<file path="config.mk">
export PLATFORM = sky130hd
export DESIGN_NAME = std_seq_mem_d1
export DESIGN_NICKNAME = d
export VERILOG_FILES = /design/src/rtl/calyx_mem_pkg.sv /design/src/rtl/std_delay_pipe.sv /design/src/rtl/std_seq_mem_d1.sv
export SDC_FILE = /design/constraint.sdc
export NUM_CORES = 1
export LEC_CHECK = 0
export CORE_MARGIN = 8
export CORE_UTILIZATION = 65
export DETAILED_ROUTE_END_ITERATION = 8
export PLACE_DENSITY_LB_ADDON = 0.12
export SLEW_MARGIN = 20
export SYNTH_ARGS = -nofsm -noshare
export SYNTH_HDL_FRONTEND = slang
export SYNTH_SLANG_ARGS = --single-unit
</file>
<file path="constraint.sdc">
create_clock -name clk -period 3 [get_ports clk]
set_input_delay 0.6 -clock clk [delete_from_list [all_inputs] [get_ports clk]]
set_output_delay 0.6 -clock clk [all_outputs]
set_load 0.05 [all_outputs]
</file>
<file path="src/rtl/calyx_mem_pkg.sv">
// Shared definitions for the sequential Calyx memory family (d1..d4).
// Holds the pipeline-stage record and the parameter legality check.
package calyx_mem_pkg;

    localparam int MEM_MAX_LATENCY = 4;

    typedef struct packed {
        logic valid;
        logic is_write;
        logic oob;
    } mem_stage_t;

    function automatic bit mem_params_ok(
        input int width,
        input int size,
        input int idx_size,
        input int latency
    );
        longint cap;
        if (width < 1 || size < 1 || idx_size < 1 || idx_size > 31) begin
            return 1'b0;
        end
        cap = longint'(1) << idx_size;
        return (cap >= longint'(size)) && (latency >= 1) && (latency <= MEM_MAX_LATENCY);
    endfunction

endpackage

</file>
<file path="src/rtl/std_delay_pipe.sv">
// Fixed-depth valid+payload shift register with no backpressure.
// Only the valid bits are reset; payload registers are free-running.
module std_delay_pipe #(
    parameter int WIDTH = 1,
    parameter int DEPTH = 1
) (
    input  logic             clk,
    input  logic             rst_n,
    input  logic             in_valid,
    input  logic [WIDTH-1:0] in_data,
    output logic             out_valid,
    output logic [WIDTH-1:0] out_data
);

    logic [DEPTH-1:0]            valid_d;
    logic [DEPTH-1:0]            valid_q;
    logic [DEPTH-1:0][WIDTH-1:0] data_d;
    logic [DEPTH-1:0][WIDTH-1:0] data_q;

    always_comb begin
        valid_d    = '0;
        data_d     = '0;
        valid_d[0] = in_valid;
        data_d[0]  = in_data;
        for (int i = 1; i < DEPTH; i++) begin
            valid_d[i] = valid_q[i-1];
            data_d[i]  = data_q[i-1];
        end
    end

    always_ff @(posedge clk or negedge rst_n) begin
        if (!rst_n) begin
            valid_q <= '0;
        end else begin
            valid_q <= valid_d;
        end
    end

    always_ff @(posedge clk) begin
        data_q <= data_d;
    end

    assign out_valid = valid_q[DEPTH-1];
    assign out_data  = data_q[DEPTH-1];

endmodule

</file>
<file path="src/rtl/std_seq_mem_d1.sv">
// 1-D memory with a synchronous read sampled at acceptance and a fixed-latency
// completion pipeline reporting done/oob; read data lands in a holding register.
module std_seq_mem_d1 #(
    parameter int WIDTH    = 32,
    parameter int SIZE     = 16,
    parameter int IDX_SIZE = 4,
    parameter int LATENCY  = 1
) (
    input  logic                clk,
    input  logic                reset,
    input  logic [IDX_SIZE-1:0] addr0,
    input  logic                content_en,
    input  logic                write_en,
    input  logic [WIDTH-1:0]    write_data,
    output logic [WIDTH-1:0]    read_data,
    output logic                done,
    output logic                oob
);

    import calyx_mem_pkg::*;

    if (!mem_params_ok(WIDTH, SIZE, IDX_SIZE, LATENCY)) begin : g_param_check
        $fatal(1, "std_seq_mem_d1: illegal WIDTH/SIZE/IDX_SIZE/LATENCY combination");
    end

    localparam int                PAY_W  = WIDTH + 2;
    localparam int                AW     = (SIZE > 1) ? $clog2(SIZE) : 1;
    localparam logic [IDX_SIZE:0] SIZE_W = SIZE[IDX_SIZE:0];

    logic [WIDTH-1:0] mem_q [SIZE];

    logic             in_range;
    logic             mem_we;
    logic [AW-1:0]    mem_idx;
    logic [WIDTH-1:0] rd_word;
    mem_stage_t       s0_stage;
    logic [PAY_W-1:0] s0_payload;

    logic             pre_valid;
    logic [PAY_W-1:0] pre_payload;

    logic             done_d;
    logic             done_q;
    logic             oob_d;
    logic             oob_q;
    logic [WIDTH-1:0] read_data_d;
    logic [WIDTH-1:0] read_data_q;

    // In-range implies the upper address bits are zero, so the narrow index is exact.
    always_comb begin
        in_range          = ({1'b0, addr0} < SIZE_W);
        mem_idx           = addr0[AW-1:0];
        mem_we            = reset & content_en & write_en & in_range;
        rd_word           = in_range ? mem_q[mem_idx] : '0;
        s0_stage.valid    = content_en;
        s0_stage.is_write = write_en;
        s0_stage.oob      = ~in_range;
        s0_payload        = {s0_stage.is_write, s0_stage.oob, rd_word};
    end

    always_ff @(posedge clk) begin
        if (mem_we) begin
            mem_q[mem_idx] <= write_data;
        end
    end

    // The last stage lives here as done/oob/read_data; the sub-pipe supplies the rest.
    if (LATENCY > 1) begin : g_pipe
        std_delay_pipe #(
            .WIDTH (PAY_W),
            .DEPTH (LATENCY - 1)
        ) u_pipe (
            .clk       (clk),
            .rst_n     (reset),
            .in_valid  (s0_stage.valid),
            .in_data   (s0_payload),
            .out_valid (pre_valid),
            .out_data  (pre_payload)
        );
    end else begin : g_direct
        assign pre_valid   = s0_stage.valid;
        assign pre_payload = s0_payload;
    end

    always_comb begin
        done_d      = pre_valid;
        oob_d       = pre_valid & pre_payload[PAY_W-2];
        read_data_d = read_data_q;
        if (pre_valid && !pre_payload[PAY_W-1]) begin
            read_data_d = pre_payload[WIDTH-1:0];
        end
    end

    always_ff @(posedge clk or negedge reset) begin
        if (!reset) begin
            done_q      <= 1'b0;
            oob_q       <= 1'b0;
            read_data_q <= '0;
        end else begin
            done_q      <= done_d;
            oob_q       <= oob_d;
            read_data_q <= read_data_d;
        end
    end

    assign done      = done_q;
    assign oob       = oob_q;
    assign read_data = read_data_q;

endmodule

</file>
Yosys cells after proc, flatten, opt, wreduce, memory -nomap -nowiden
Memories as Yosys holds them, arrays and structs flattened. A register that Yosys moved wholly into a read port is not among the register bits. Cells that the tools add are included.

Bits in registers: 1. Latch bits: 0. Bits in writable memories: 512. Memory bits (read-only): 0. Logic and storage cells: 9. Memories: 1.

Memories: mem_q (depth 16, bits a word 32, rd ports 1, clocked after Yosys merged registers in 1, write ports 1, line std_seq_mem_d1.sv:30) `logic [WIDTH-1:0] mem_q [SIZE];`.

Add/subtract/negate cells: 0. Multipliers: 0. Div/mod/pow operators: 0. Magnitude comparators: 0. Equality and inequality tests: 0. Shift-type cells: 0. Multiplexer cells: 2. Bitwise logic cells: 2. Reductions and logical operators: 3.

Operator list (count): $and 1x1->1 (2); $logic_not 1->1 (2); $mux 1 (2); $logic_and 1x1->1 (1).

Longest topological paths before layout
Depth in word-level cells: 4. Depth in mapped cells: 8. Depth with buffers taken out: 4.

Least setup slack after synthesis
No wires, ideal clock.

Path type: in2reg. Start: input addr0[0]. End: memory mem_q[2][0], enable pin. Arrival: 3547 ps. Data required time: 2539 ps. Slack: -1008 ps. Stages on the path: 6. Path buffers: 3. Path through: buf_6 -> nor2b_1 -> clkbuf_1 -> buf_2 -> nand2b_1 -> nor3_1.

RTL lines: from (decl) (line std_seq_mem_d1.sv:11) `input logic [IDX_SIZE-1:0] addr0,`; to (decl) (line std_seq_mem_d1.sv:30).

No word-level cell before the write port.

Final worst setup path
Start: register read_data_q[23], in the netlist read_data[23], read port of mem_q. End: output read_data[23].

RTL lines: from (decl) (line std_seq_mem_d1.sv:47) `logic [WIDTH-1:0] read_data_q;`; to (decl) (line std_seq_mem_d1.sv:15) `output logic [WIDTH-1:0] read_data,`.

No word-level cell between the ends.

==> results.py <==
metrics = {
    "status": {
        "status": "finished, final reports clean",
    },
    "sta": {
        "final.min_clock_period_ns": 2.419,
        "setup_violations": 0,
        "finalClockSkew_ns": 0.01821,
        "final_hold_viol_count": 0,
        "rsz0062_at_grt": "no",
        "fmaxAchievable_mhz": 413.4,
        "final_max_slew_viol_count": 0,
        "tightest_slew_ns": 0.7926,
        "timing.hold.ws_ns": 0.2668,
        "period_share_pct": 80.63,
        "relSlewSlack_pct": 46.99,
        "tns_ns": 0,
    },
    "yosys": {
        "yosys-top-cells-area": "edfxtp_1 (73%), mux2i_1 (9.2%), dfrtp_1 (3.9%), mux4_2 (2.7%), o22ai_1 (1.9%)",
        "netlist-cell-type-count": 32,
        "syn_inst": 1113,
        "synthesis.nets": 1153,
        "synth_commonest_cells": "edfxtp_1 (512), mux2i_1 (192), nor2_1 (77)",
        "yosys.cell_count.top_type": "edfxtp_1",
        "synth-seq-cells": 545,
        "synth_area_leader_cell": "edfxtp_1",
        "synth_top_cell_area_share_pct": 73.33,
        "synthFlopType": "edfxtp_1",
        "async_flop_share_pct": 6.055,
        "yosysSeqAreaShare_pct": 77.27,
        "syn_avg_cell_area_um2": 18.84,
        "yosysWarnings": 0,
        "synth_area_um2": 20970,
        "synth_edf_count": 512,
    },
    "die": {
        "die_x_um": 195.6,
        "die_area_um2": 38260,
        "die_h_um": 195.6,
        "io_pins": 74,
        "start_util_pct": 66.27,
        "core_um2": 31640,
        "rows": 65,
    },
    "power_and_ir_drop": {
        "irDropWorstVdd_v": 0.0005269,
        "power_density_nw_per_um2": 665.4,
        "p_total_uw": 16000,
        "leakage_uw": 0.008254,
    },
    "setup_path": {
        "cp_cell_sequence": "clkdlybuf4s50_1",
        "critPathBufInv": 1,
        "rr_endpoint": "read_data[8]",
        "cp-start-kind": "register",
        "cp.required_ns": 2.40,
        "path_class": "reg2out",
        "startpoint": "read_data[23]",
        "cp_data_arrival_time_ns": 1.82,
        "cp-endpoint": "read_data[23]",
        "r2r_setup_slack_ns": 1.49,
        "end_kind": "primary output",
        "crit_slowest_cell": "clkdlybuf4s50_1",
        "reg2regPathDepth": 3,
        "cp_num_cells": 1,
        "critPathTopFamily": "buffers and inverters",
        "r2r_start": "mem_q[1][8]",
        "path_max_fanout": 2,
        "max_stage_delay_ns": 0.84,
    },
    "global_route": {
        "grt_pass1_wl_um": 67310,
        "grt_usage_pct": 23.51,
        "antenna_found_initial": 0,
        "grt_overflow_total": 0,
        "grt_pass1_vias": 10780,
        "grt_max_degree": 47,
    },
    "route": {
        "maxUsedRoutingLayer": "met4",
        "vias_per_cell": 6.387,
        "vias": 10690,
        "wl_um": 44950,
        "wl_met2_um": 21910,
        "met1Wirelength_um": 18890,
        "drc": 0,
        "ant_nets": 0,
        "wl_met3_um": 3349,
        "routedWlPerCell_um": 26.85,
        "first_pass_iters": 5,
        "drt_iter0_markers": 1031,
    },
    "worst_hold_path": {
        "hold_path.class": "in2async",
    },
    "flow_run": {
        "maxCapViolCount": 0,
    },
    "cells_and_area": {
        "area_growth_pct": 14.71,
        "diodes": 0,
        "drive_gt1_share_pct": 14.23,
        "final_util_pct": 76.02,
        "nets": 1272,
        "stdcell_count": 1674,
    },
    "cts": {
        "clkLatencyLatePin_ns": 0.56,
        "cts_setup_buffers": 0,
        "clockRootBuffer": "clkbuf_16",
        "cts_tree": "yes",
        "clock_sinks": 545,
        "cts.path.max_buffers": 3,
        "htree_levels": 2,
        "hold_buffers": 0,
        "cts_resized": 0,
        "cts_buffers": 52,
        "clkSlewWorstSetupHoldPaths_ns": 0.06,
    },
    "placement": {
        "port_buffers": 72,
        "dp_hpwl_um": 27150,
        "gp_congestion": 0.7702,
        "dp.cells": 1580,
    },
}
-- per-layer routing --
metal	up-vias	track usage, %
li1	4717	-
met2	440	38.10
met3	71	3.955
met4	0	5.418
met1	5464	33.47
met5	-	0
-- sequential cells by signal, indices dropped and copies added (netlist names) --
name / cells
read_data: 32
done: 1
mem_q: 512
-- final cells by class --
class                   instances  area, µm²
clock buffers                  68       1403
flip-flops and latches        545      16200
well taps                     402      503.0
fillers                      1756       7586
repair buffers                132       1338
clock inverters                26      246.5
multi-input cells             501       4360
-- logic make-up (layout without fill, tap and decap cells) --
family                 after synthesis  in the layout  synth area share [%]
other                                1              1               0.01789
flip-flops                         545            545                 77.27
AO/OA/AOI/OAI                      144            144                 4.583
AND/OR/NAND/NOR                    132            132                 2.775
multiplexers                       224            224                 12.73
buffers and inverters               67            226                 2.626
-- cells in the final DEF, fill, tap and decap left out, types with 2 or more instances in the layout --
| cell | n |
|---|---|
| a2bb2oi_1 | 16 |
| o21ai_1 | 16 |
| buf_4 | 46 |
| nand3_1 | 18 |
| nor2_4 | 12 |
| dfrtp_1 | 33 |
| or3b_1 | 3 |
| a221oi_1 | 16 |
| a31oi_1 | 32 |
| clkdlybuf4s50_1 | 67 |
| mux4_2 | 25 |
| nand2_1 | 18 |
| nor2b_4 | 2 |
| buf_12 | 14 |
| nand2b_1 | 4 |
| nor3_4 | 4 |
| buf_2 | 3 |
| clkinv_1 | 9 |
| mux4_1 | 7 |
| edfxtp_1 | 512 |
| nand3b_1 | 3 |
| clkbuf_16 | 53 |
| bufinv_16 | 5 |
| clkinv_2 | 11 |
| mux2i_1 | 192 |
| clkbuf_8 | 2 |
| o22ai_1 | 64 |
| clkbuf_1 | 13 |
| nor2_1 | 65 |
-- worst reg2reg max path: cells and delay by family (launching register included) --
kind | cells | cell delay, ns
muxes | 1 | 0.50
DFF | 1 | 0.35
AOI/OAI and AO/OA | 2 | 0.50
-- where the power goes --
part / internal [µW] / switching [µW] / total [µW]
logic: 405 / 777 / 1180
clock network: 3700 / 2620 / 6330
registers: 8440 / 58.2 / 8490
total: 12500 / 3460 / 16000
-- worst min-delay path by stage --
stage / startpoint / to / cells after the start
floorplan: reset / done / 0
global placement: read_data[5] / read_data[5] / 2
detailed placement: read_data[6] / read_data[6] / 2
CTS: reset / read_data[30] / 2
global route: reset / read_data[1] / 2
finish: reset / read_data[5] / 2
-- metrics by stage --
stage	setup slack, ns	instance area (µm²)
6_report	0.5811	24050
5_1_grt	0.5564	24050
4_1_cts	0.5656	24050
3_5_place_dp	0.2786	22400
3_3_place_gp	0.2978	22400
2_1_floorplan	-0.3772	20990
(Power assumes the default switching activity.)
